**config.mk**
```make
export PLATFORM = sky130hd
export DESIGN_NAME = uart_tx
export DESIGN_NICKNAME = d
export VERILOG_FILES = /design/src/rtl/uart_pkg.sv /design/src/rtl/uart_bit_timer.sv /design/src/rtl/uart_tx.sv
export SDC_FILE = /design/constraint.sdc
export NUM_CORES = 1
export LEC_CHECK = 0
export CAP_MARGIN = 20
export CORE_MARGIN = 2
export CORE_UTILIZATION = 47
export DETAILED_ROUTE_END_ITERATION = 10
export PLACE_DENSITY = 0.73
export SLEW_MARGIN = 25
export SYNTH_ARGS = -nofsm -noshare
export SYNTH_HDL_FRONTEND = slang
export SYNTH_SLANG_ARGS = --single-unit
```
**constraint.sdc**
```tcl
create_clock -name clk_in -period 1.8 [get_ports clk_in]
set_clock_uncertainty 0.05 [all_clocks]
set_input_delay 0.54 -clock clk_in [delete_from_list [all_inputs] [get_ports clk_in]]
set_output_delay 0.54 -clock clk_in [all_outputs]
set_load 0.03 [all_outputs]
```
**src/rtl/uart_pkg.sv**
```systemverilog
// Shared definitions for the UART transmit path.
//   uart_state_e : 3-bit FSM state encoding used by uart_tx
//   frame_len()  : frame length in bit periods (start + data + parity + stop),
//                  used by benches to compute expected done_out timing.
package uart_pkg;

    typedef enum logic [2:0] {
        ST_IDLE   = 3'd0,
        ST_START  = 3'd1,
        ST_DATA   = 3'd2,
        ST_STOP   = 3'd3,
        ST_PARITY = 3'd4
    } uart_state_e;

    function automatic int frame_len(input int data_bits, input int stop_bits, input int parity);
        return 1 + data_bits + parity + stop_bits;
    endfunction

endpackage

```
**src/rtl/uart_bit_timer.sv**
```systemverilog
// Bit-period cycle counter for uart_tx.
// Ports:
//   clk_in   : oversampling tick clock
//   n_rst    : asynchronous active-low reset
//   clear_i  : forces the counter back to 0 on the next edge
//   last_i   : terminal count (period length - 1)
//   tc_o     : high during the last cycle of the current period
// The counter wraps to 0 by itself after terminal count, so consecutive
// periods of the same length need no explicit clear.
module uart_bit_timer #(
    parameter int WIDTH = 4
) (
    input  logic             clk_in,
    input  logic             n_rst,
    input  logic             clear_i,
    input  logic [WIDTH-1:0] last_i,
    output logic             tc_o
);

    logic [WIDTH-1:0] cnt_q, cnt_d;

    // tc must not depend on clear_i: the FSM derives clear from the state
    // change that tc itself triggers.
    assign tc_o = (cnt_q == last_i);

    always_comb begin
        cnt_d = cnt_q + WIDTH'(1);
        if (clear_i || tc_o) begin
            cnt_d = '0;
        end
    end

    always_ff @(posedge clk_in or negedge n_rst) begin
        if (!n_rst) begin
            cnt_q <= '0;
        end else begin
            cnt_q <= cnt_d;
        end
    end

endmodule

```
**src/rtl/uart_tx.sv**
```systemverilog
// UART transmitter: start bit, DATA_BITS data bits LSB first, optional
// parity bit, STOP_BITS stop bits. Each bit lasts OVERSAMPLING clk_in cycles.
// Optional feature macro: UART_TX_PARITY_EN (adds the parity bit; ODD_PARITY
// selects odd when 1, even when 0).
// Ports:
//   clk_in    : oversampling tick clock
//   n_rst     : asynchronous active-low reset
//   valid_in  : word on data_in is offered
//   data_in   : word to send (captured on accept)
//   ready_out : transmitter can accept a word
//   busy_out  : frame in progress
//   done_out  : one-cycle pulse when the last stop bit completes
//   tx        : serial line, idle high
//
// state  | meaning
// IDLE   | line high, ready for a word
// START  | driving start bit (0)
// DATA   | driving shift_q[0], shifting right each bit period
// PARITY | driving parity bit (only with UART_TX_PARITY_EN)
// STOP   | driving stop level for STOP_BITS bit periods
module uart_tx
    import uart_pkg::*;
#(
    parameter int DATA_BITS    = 8,
    parameter int STOP_BITS    = 1,
    parameter int OVERSAMPLING = 16,
    parameter int ODD_PARITY   = 0
) (
    input  logic                 clk_in,
    input  logic                 n_rst,
    input  logic                 valid_in,
    input  logic [DATA_BITS-1:0] data_in,
    output logic                 ready_out,
    output logic                 busy_out,
    output logic                 done_out,
    output logic                 tx
);

    localparam int CW = $clog2(OVERSAMPLING * STOP_BITS);
    localparam int BW = (DATA_BITS > 1) ? $clog2(DATA_BITS) : 1;
    localparam logic [CW-1:0] BIT_LAST  = CW'(OVERSAMPLING - 1);
    localparam logic [CW-1:0] STOP_LAST = CW'(OVERSAMPLING * STOP_BITS - 1);
    localparam logic [BW-1:0] LAST_BIT  = BW'(DATA_BITS - 1);

    if (DATA_BITS < 1 || DATA_BITS > 16 || (STOP_BITS != 1 && STOP_BITS != 2) ||
        OVERSAMPLING < 2 || (ODD_PARITY != 0 && ODD_PARITY != 1)) begin : g_bad_cfg
        $error("uart_tx: unsupported parameter set");
    end

    uart_state_e          state_q, state_d;
    logic [DATA_BITS-1:0] shift_q, shift_d;
    logic [BW-1:0]        bit_q, bit_d;
    logic                 tx_q, tx_d;
    logic                 ready_q, ready_d;
    logic                 busy_q, busy_d;
    logic                 done_q, done_d;
    logic                 tc;
    logic                 timer_clear;
    logic [CW-1:0]        timer_last;
`ifdef UART_TX_PARITY_EN
    logic                 par_q, par_d;
`endif

    assign timer_last  = (state_q == ST_STOP) ? STOP_LAST : BIT_LAST;
    assign timer_clear = (state_d != state_q) || (state_q == ST_IDLE);

    uart_bit_timer #(.WIDTH(CW)) u_timer (
        .clk_in  (clk_in),
        .n_rst   (n_rst),
        .clear_i (timer_clear),
        .last_i  (timer_last),
        .tc_o    (tc)
    );

    always_comb begin
        state_d = state_q;
        shift_d = shift_q;
        bit_d   = bit_q;
        done_d  = 1'b0;
`ifdef UART_TX_PARITY_EN
        par_d   = par_q;
`endif
        case (state_q)
            ST_IDLE: begin
                if (valid_in && ready_q) begin
                    state_d = ST_START;
                    shift_d = data_in;
                    bit_d   = '0;
`ifdef UART_TX_PARITY_EN
                    par_d   = (ODD_PARITY != 0) ? ~^data_in : ^data_in;
`endif
                end
            end
            ST_START: begin
                if (tc) state_d = ST_DATA;
            end
            ST_DATA: begin
                if (tc) begin
                    shift_d = shift_q >> 1;
                    if (bit_q == LAST_BIT) begin
                        bit_d = '0;
`ifdef UART_TX_PARITY_EN
                        state_d = ST_PARITY;
`else
                        state_d = ST_STOP;
`endif
                    end else begin
                        bit_d = bit_q + BW'(1);
                    end
                end
            end
`ifdef UART_TX_PARITY_EN
            ST_PARITY: begin
                if (tc) state_d = ST_STOP;
            end
`endif
            ST_STOP: begin
                if (tc) begin
                    state_d = ST_IDLE;
                    done_d  = 1'b1;
                end
            end
            default: state_d = ST_IDLE;
        endcase

        // Outputs are registered from the next state so tx changes exactly
        // on the bit boundary edge.
        case (state_d)
            ST_START: tx_d = 1'b0;
            ST_DATA:  tx_d = shift_d[0];
`ifdef UART_TX_PARITY_EN
            ST_PARITY: tx_d = par_d;
`endif
            default:  tx_d = 1'b1;
        endcase
        ready_d = (state_d == ST_IDLE);
        busy_d  = (state_d != ST_IDLE);
    end

    always_ff @(posedge clk_in or negedge n_rst) begin
        if (!n_rst) begin
            state_q <= ST_IDLE;
            shift_q <= '0;
            bit_q   <= '0;
            tx_q    <= 1'b1;
            ready_q <= 1'b0;
            busy_q  <= 1'b0;
            done_q  <= 1'b0;
`ifdef UART_TX_PARITY_EN
            par_q   <= 1'b0;
`endif
        end else begin
            state_q <= state_d;
            shift_q <= shift_d;
            bit_q   <= bit_d;
            tx_q    <= tx_d;
            ready_q <= ready_d;
            busy_q  <= busy_d;
            done_q  <= done_d;
`ifdef UART_TX_PARITY_EN
            par_q   <= par_d;
`endif
        end
    end

    assign tx        = tx_q;
    assign ready_out = ready_q;
    assign busy_out  = busy_q;
    assign done_out  = done_q;

endmodule
```
# --- After elaboration in Yosys (flattened, before gate mapping) ---
# Index checks and enable logic that the tools add are counted.
totals:
  n_memories: 0
  rom_bits: 0
  latchBits: 0
  ramBits: 0
  regBits: 22
classes:
  n_mul: 0
  bitwise_logic: 0
  n_eq_ne: 10
  n_div: 0
  n_mux: 17
  add_sub_neg: 2
  n_shift: 0
  n_reduce_logical: 8
  n_lt_le_gt_ge: 0
ops:
  columns: ["op", "count"]
  rows:
  - ["3-bit 2-to-1 mux", 8]
  - ["8-bit 2-to-1 mux", 2]
  - ["8-bit one-hot mux with 2 select lines", 1]
  - ["3-bit one-hot mux with 4 select lines", 1]
  - ["3-bit by 2-bit equality test with 1-bit output, second input constant", 3]
  - ["3-bit by 1-bit equality test with 1-bit output, second input constant", 2]
  - ["3-bit zero test", 2]
  - ["3-bit one-hot mux with 2 select lines", 1]
  - ["4-bit by 1-bit adder with 4-bit output, second input constant", 1]
  - ["4-bit equality test, second input constant", 1]
  - ["4-bit 2-to-1 mux", 1]
  - ["2-bit by 1-bit != test with 1-bit output, second input constant", 2]
  - ["3-bit by 1-bit adder with 3-bit output, second input constant", 1]
  - ["3-bit equality test, second input constant", 1]
  - ["3-bit != test", 1]
  - ["3-bit AND reduction", 1]
  - ["3-bit nonzero test", 1]
  - ["1-bit logical OR", 2]
  - ["1-bit 2-to-1 mux", 2]
  - ["1-bit one-hot mux with 2 select lines", 1]
  - ["2-bit nonzero test", 1]
  - ["1-bit logical AND", 1]

# --- Logic depth before layout (Yosys ltp) ---
# Gate-level depths: netlist of the first run.
logic_depth:
  ltp_word: 8
  ltp_mapped: 7
  ltp_nobuf: 6

# --- Modules after synthesis ---
# A second synthesis of the first run with hierarchy kept.
hier_totals:
  cells_unflattened: 104
  hier_area_um2: 1136.1
by_module_without_submodules:
  columns: ["mod", "cells_per_inst", "n_inst", "area_each_um2", "seq_area_each_um2"]
  rows:
  - ["uart_tx", 87, 1, 922.1, 451.7]
  - ["uart_bit_timer", 17, 1, 214.0, 100.1]

# --- Worst setup path before layout of the first run ---
# No wires, ideal clock.
synth_timing:
  kind: "register -> register"
  from: "reg u_timer.cnt_q[0]"
  to: "reg busy_q, in the netlist busy_out"
  slack_ns: 0.044
  n_path_buf: 1
  arrival_time_ns: 1.579
  path_stages_with_launch: 7
  period_less_slack_ns: 1.756
  setup_ns: 0.127
  cell_sequence: "dfrtp_1 > ha_1 > and3_1 > clkbuf_1 > mux2i_1 > a21oi_1 > or2_2"
synth_between:
  elab_chain_cells: 4
  word_cells_on_any_way: 6
synth_lines:
  columns: ["element", "line", "rtl"]
  rows:
  - ["start: declaration", "uart_bit_timer.sv:20", "logic [WIDTH-1:0] cnt_q, cnt_d;"]
  - ["start signal: assignment", "uart_bit_timer.sv:37", "cnt_q <= cnt_d;"]
  - ["4-bit equality test (*)", "uart_bit_timer.sv:24", "assign tc_o = (cnt_q == last_i);"]
  - ["3-bit 2-to-1 mux (on tied branches)", "uart_tx.sv:118, uart_tx.sv:95, uart_tx.sv:98", null]
  - ["3-bit one-hot mux with 4 select lines (*)", "uart_tx.sv:83", "case (state_q)"]
  - ["via state_d[0]", "uart_tx.sv:50", "uart_state_e state_q, state_d;"]
  - ["3-bit nonzero test (*)", "uart_tx.sv:137", "busy_d = (state_d != ST_IDLE);"]
  - ["via busy_d", "uart_tx.sv:55", "logic busy_q, busy_d;"]
  - ["end signal: assignment", "uart_tx.sv:158", "busy_q <= busy_d;"]
  - ["end: declaration", "uart_tx.sv:55", null]
# The timed path passes the listed nets; every way through them passes the cells marked *.
# A chain may end at the register's enable or synchronous reset.

# --- Worst setup path in the final report of the first run ---
layout_timing:
  from: "in valid_in"
  to: "reg tx_q, in the netlist tx"
layout_between:
  word_cells_on_any_way: 8
layout_rtl:
  columns: ["element", "line", "rtl"]
  rows:
  - ["start: declaration", "uart_tx.sv:31", "input logic valid_in,"]
  - ["1-bit logical AND", "uart_tx.sv:85", "if (valid_in && ready_q) begin"]
  - ["8-bit 2-to-1 mux", "uart_tx.sv:85", null]
  - ["8-bit one-hot mux with 2 select lines", "uart_tx.sv:83", null]
  - ["via shift_d[0]", "uart_tx.sv:51", "logic [DATA_BITS-1:0] shift_q, shift_d;"]
  - ["1-bit one-hot mux with 2 select lines", "uart_tx.sv:128", "case (state_d)"]
  - ["via tx_d", "uart_tx.sv:53", "logic tx_q, tx_d;"]
  - ["end signal: assignment", "uart_tx.sv:156", "tx_q <= tx_d;"]
  - ["end: declaration", "uart_tx.sv:53", null]
# The timed path passes the listed nets, and every way through them passes these cells. The select of a mux whose other input is x is not followed.

==> results.yml, run 1 <==
status:
  status: "finished clean"
clocking:
  cts.sinks: 22
  numCtsBuffers: 3
  htreeDepth: 1
  cts_root_buf: "clkbuf_4"
  clockBufferDepth: 2
  cts_tree: "done"
  path_clk_slew_ps: 120
  clk_latency_ps: 300
final_layout:
  nFillCells: 156
  diodes: 0
  drive_gt1_share_pct: 25.0
  stdcell_count: 143
  seqCellArea_um2: 552
  nets: 131
  final_area_um2: 1320
  syn_to_final_growth_pct: 28.6
  multi_input_area_um2: 449
critical_path:
  worstPathArrival_ps: 1970
  end_kind: "flip-flop"
  r2r_start: "bit_q[0]"
  crit_path_max_fanout: 4
  cp.required_ps: 1990
  reg2reg_setup_slack_ps: 50
  crit_type: "primary input to flip-flop"
  max_stage_delay_ps: 480
  path_cells: "clkdlybuf4s50_1 -> nand2_1 -> buf_4 -> or2_4 -> o221a_4 -> o21a_1"
  r2r_cells: 6
  slowest_stage: "clkdlybuf4s50_1"
  start_kind: "primary input"
  r2r-end: "busy_out"
yosys:
  yosys_warnings: 0
  async_reset_ff_share_pct: 100
  synth_cells: 89
  seq_area_frac_synth_pct: 53.6
  syn_area_um2: 1030
  synth_fp_nets: 103
  synth_cell_types: 37
  synth_edf_count: 0
  ys_ff_latch: 22
  synthFlopType: "dfrtp_1"
  syn_area_per_cell_um2: 11.6
timing:
  fmaxAchievable_ghz: 0.563
  worst_slack_ps: 23.8
  post-route-period-util_pct: 98.7
  final-max-slew-violation-count: 0
  hold_viol_final: 0
  setup_viol: 0
  min_period_ps: 1780
min_path:
  hold_depth: 2
  hp-start: "bit_q[1]"
  hp-class: "flip-flop to flip-flop"
  holdPathEnd: "bit_q[1]"
die:
  die_y_um: 50.8
  fp.coreArea_um2: 2020
  ios: 15
  die_w_um: 50.8
  start_util_pct: 50.9
  rows: 16
  die_area_um2: 2580
power:
  ir_drop_mv: 0.571
  p_per_area_nw_per_um2: 752
  power_leakage_uw: 0.000636
placed_design:
  port-buffer-count: 14
  dp.cells: 138
  placed_area_um2: 1270
  hpwl_mm: 1.45
  pre_cts_ws_ps: -478
  place_congestion: 0.758
route:
  wl_per_cell_um: 14.2
  viasPerCell: 5.29
  dr_total_vias: 757
  wirelength_mm: 2.03
  ant_nets: 0
  drt_iter0_drc: 12
  first_pass_iters: 4
  drc: 0
global_route:
  antenna_found_initial: 0
  grt_pass1_wl_mm: 3.28
  grt_max_degree: 23
  grt_pass1_vias: 759
  grtUsageTotal_pct: 17.3
  gr-total-overflow: 0
run:
  max_cap_viol_count: 0
==> synth_stat cells (2+ instances only) <==
| master | number | share of area (%) |
|---|---|---|
| o31ai_1 | 2 | 1.5 |
| buf_2 | 2 | 0.97 |
| or3_1 | 2 | 1.2 |
| inv_1 | 5 | 1.8 |
| mux2i_1 | 2 | 1.9 |
| dfrtp_1 | 21 | 51 |
| nand2_1 | 3 | 1.1 |
| a221o_1 | 6 | 5.8 |
| nand3_1 | 2 | 0.97 |
| ha_1 | 3 | 3.7 |
| nor2_1 | 8 | 2.9 |
| a21oi_1 | 2 | 0.97 |
| and3_1 | 7 | 4.3 |
==> power breakdown <==
part	total [uW]	leakage, uW	switching [uW]	internal (uW)
Clock	264	0.0000210	141	123
Combinational	168	0.000333	75.1	93.1
Sequential	563	0.000282	23.3	539
Total	995	0.000636	239	756
==> sequential cells by signal (all words and copies together) (netlist names) <==
| signal | cells |
|---|---|
| state_q | 3 |
| u_timer.cnt_q | 4 |
| tx | 1 |
| done_out | 1 |
| bit_q | 3 |
| busy_out | 1 |
| shift_q | 8 |
| ready_out | 1 |
==> cells in the final DEF, fill, tap and decap left out, drive strengths merged, types with 2 or more instances in the layout <==
cell           instances
or3                    3
dlygate4sd2            3
nor2                   8
dfrtp                 21
buf                   13
nand2                  3
a21oi                  2
and3                   7
inv                    5
mux2i                  2
clkdlybuf4s50         10
o31ai                  2
ha                     3
a221o                  6
clkbuf                 5
or2                    2
nand3                  2
==> metal layers <==
layer | track usage, % | wire [um] | part of all wire (%)
met2 | 29.4 | 1050 | 52
met3 | 2.68 | 65 | 3.2
met4 | 5.41 | 0 | 0
met1 | 22.8 | 916 | 45
met5 | 0 | 0 | 0
==> how the worst max path moves through the flow <==
stage | start | end | cells after the start
after global placement | valid_in | bit_q[1] | 6
final | valid_in | tx | 6
after floorplan | u_timer.cnt_q[0] | busy_out | 6
after CTS | tx | tx | 1
after detailed placement | valid_in | bit_q[2] | 6
after global routing | bit_q[0] | busy_out | 6
==> layout make-up <==
cell class                 instances  share of cell area, %
inverter                           5                   1.42
timing repair buffer              27                   17.6
clock buffer                       4                   2.74
tap                               27                   2.55
multi-input combinational         58                   34.0
sequential                        22                   41.7
==> per-stage QoR <==
step                      utilization (%)  TNS, ps  hold slack (ps)  total power, uW
after floorplan                         -        0              194              662
after global placement               62.7    -4070              418              731
after detailed placement             62.7    -4470              431              738
after CTS                            64.6        0              457              995
after global routing                 65.4    -33.8              484             1050
final                                65.4        0              461              995
==> cell families (layout without fill, tap and decap cells) <==
logic type / Yosys count / after routing / share of synthesized area, %
and+or+nand+nor: 32 / 32 / 18.2
DFF: 22 / 22 / 53.6
AOI/OAI and AO/OA: 17 / 17 / 15.1
buffers and inverters: 9 / 36 / 4.26
adders and majority gates: 3 / 3 / 3.65
muxes: 3 / 3 / 3.04
xor gates and xnor gates: 2 / 2 / 1.70
other: 1 / 1 / 0.365
==> worst max-delay path: cells and delay by family <==
kind                   cells  cell delay [ps]
AOI/OAI and AO/OA          2              450
buffers and inverters      2              620
and+or+nand+nor            2              360
==> timing repair <==
action | in CTS | in global routing
endpoints found under the setup margin | 11 | 3
hold buffers | 0 | 0
setup buffers | 0 | 1
cloned | 0 | 0
pin swaps | 0 | 1
resized for setup | 6 | 5
Power figures use the tool's default switching activity.
==> inputs of run 2 (changes only) <==
Settings changed: CORE_UTILIZATION 47 to 54, DONT_BUFFER_PORTS from default to 1, PLACE_DENSITY 0.73 to 0.72.
==> results.yml, run 2 (synthesis results as in run 1) <==
status:
  status: "finished clean"
critical_path:
  start_kind: "flip-flop"
  crit_type: "flip-flop to flip-flop"
  cp.required_ps: 1950
  r2r-end: "busy_out"
  crit_path_max_fanout: 3
  worstPathArrival_ps: 1900
  reg2reg_setup_slack_ps: 50
  r2r_cells: 6
  end_kind: "flip-flop"
  r2r_start: "bit_q[0]"
run:
  max_cap_viol_count: 0
timing:
  min_period_ps: 1750
  final-max-slew-violation-count: 0
  hold_viol_final: 0
  setup_tns_ps: 0
  whs_ps: 113
  max_slew_margin_pct: 63.2
  fmaxAchievable_ghz: 0.571
  post-route-period-util_pct: 97.4
  setup_viol: 0
  worst_pin_slew_ps: 551
final_layout:
  reg_top3: "shift_q: 8 flops, u_timer.cnt_q: 4 flops"
  nets: 117
  largest_register_ffs: 8
  syn_to_final_growth_pct: 14.2
  drive_gt1_share_pct: 25.5
  top_register: "shift_q"
  nFillCells: 144
  diodes: 0
  layout_common_cells: "dfrtp_1 (21), buf_4 (11), nor2_1 (8)"
  layout_commonest_cell: "dfrtp_1"
  final_area_um2: 1170
  final_util_pct: 66.6
clocking:
  cts.sinks: 22
  cts_tree: "done"
  clockBufferDepth: 2
  cts_root_buf: "clkbuf_4"
  numCtsBuffers: 3
  clk_latency_ps: 300
  path_clk_slew_ps: 120
  htreeDepth: 1
route:
  dr_total_vias: 700
  first_pass_iters: 4
  ant_nets: 0
  viasPerCell: 5.51
  drc: 0
  wl_per_cell_um: 14.4
  wirelength_mm: 1.83
  drt_iter0_drc: 11
power:
  power_leakage_uw: 0.000567
  ir_drop_mv: 0.549
  p_per_area_nw_per_um2: 790
min_path:
  hp-class: "primary input to async pin"
global_route:
  grt_max_degree: 22
  grt_pass1_vias: 677
  grt_pass1_wl_mm: 2.94
  antenna_found_initial: 0
  gr-total-overflow: 0
  grtUsageTotal_pct: 19.4
die:
  ios: 15
  start_util_pct: 58.3
  rows: 15
  fp.coreArea_um2: 1760
  die_y_um: 47.6
  die_area_um2: 2270
  die_w_um: 47.6
placed_design:
  port-buffer-count: 0
  placed_area_um2: 1120
  hpwl_mm: 1.27
  place_congestion: 0.819
run 2: what timing repair did:
| action | CTS | global route |
|---|---|---|
| setup endpoints to repair | 10 | 1 |
| hold endpoints to repair | 21 | 0 |
| gates resized for setup | 1 | 3 |
| hold buffers | 2 | 0 |
| setup buffers | 0 | 0 |
run 2: how the worst max path moves through the flow:
stage,from,to,slack (ps),cells past startpoint
detailed placement,u_timer.cnt_q[0],bit_q[0],-70,5
finish,bit_q[0],busy_out,50,6
global placement,u_timer.cnt_q[0],bit_q[0],-20,5
floorplan,u_timer.cnt_q[0],busy_out,40,6
CTS,bit_q[0],busy_out,50,6
global route,bit_q[0],busy_out,-10,6
run 2: report_power, final:
group          leakage, uW  switching [uW]  total, uW  internal (uW)
Combinational     0.000270            60.1        129           69.3
Clock            0.0000150             143        230           86.5
Sequential        0.000282            29.3        569            539
Total             0.000567             233        928            695
run 2: final cells by class:
type	instances	area, um2	area share, %
inverters	5	18.8	1.60
well taps	25	31.3	2.66
repair buffers	13	97.6	8.31
multi-input cells	58	449	38.2
flip-flops and latches	22	552	47.0
clock buffers	4	26.3	2.24
run 2: worst max-delay path: stages (launching register included):
cell and delay (ps):
dfrtp_1 420, ha_1 210, ha_2 180, and3b_1 190, mux2i_2 220, a21oi_2 110, or2_2 270
run 2: through the flow:
stage / setup slack [ps] / std cells / total power [uW]
floorplan: 43.9 / 89 / 662
global placement: -18.0 / 121 / 689
detailed placement: -72.4 / 121 / 693
CTS: 50.1 / 127 / 937
global route: -11.1 / 127 / 977
finish: 47.3 / 127 / 928
run 2: layer usage:
metal	share of wire (%)	up-vias	track usage [%]
li1	-	352	-
met1	46	333	26.4
met2	49	13	28.9
met3	3.5	2	4.53
met4	1.2	0	9.73
met5	0	-	0
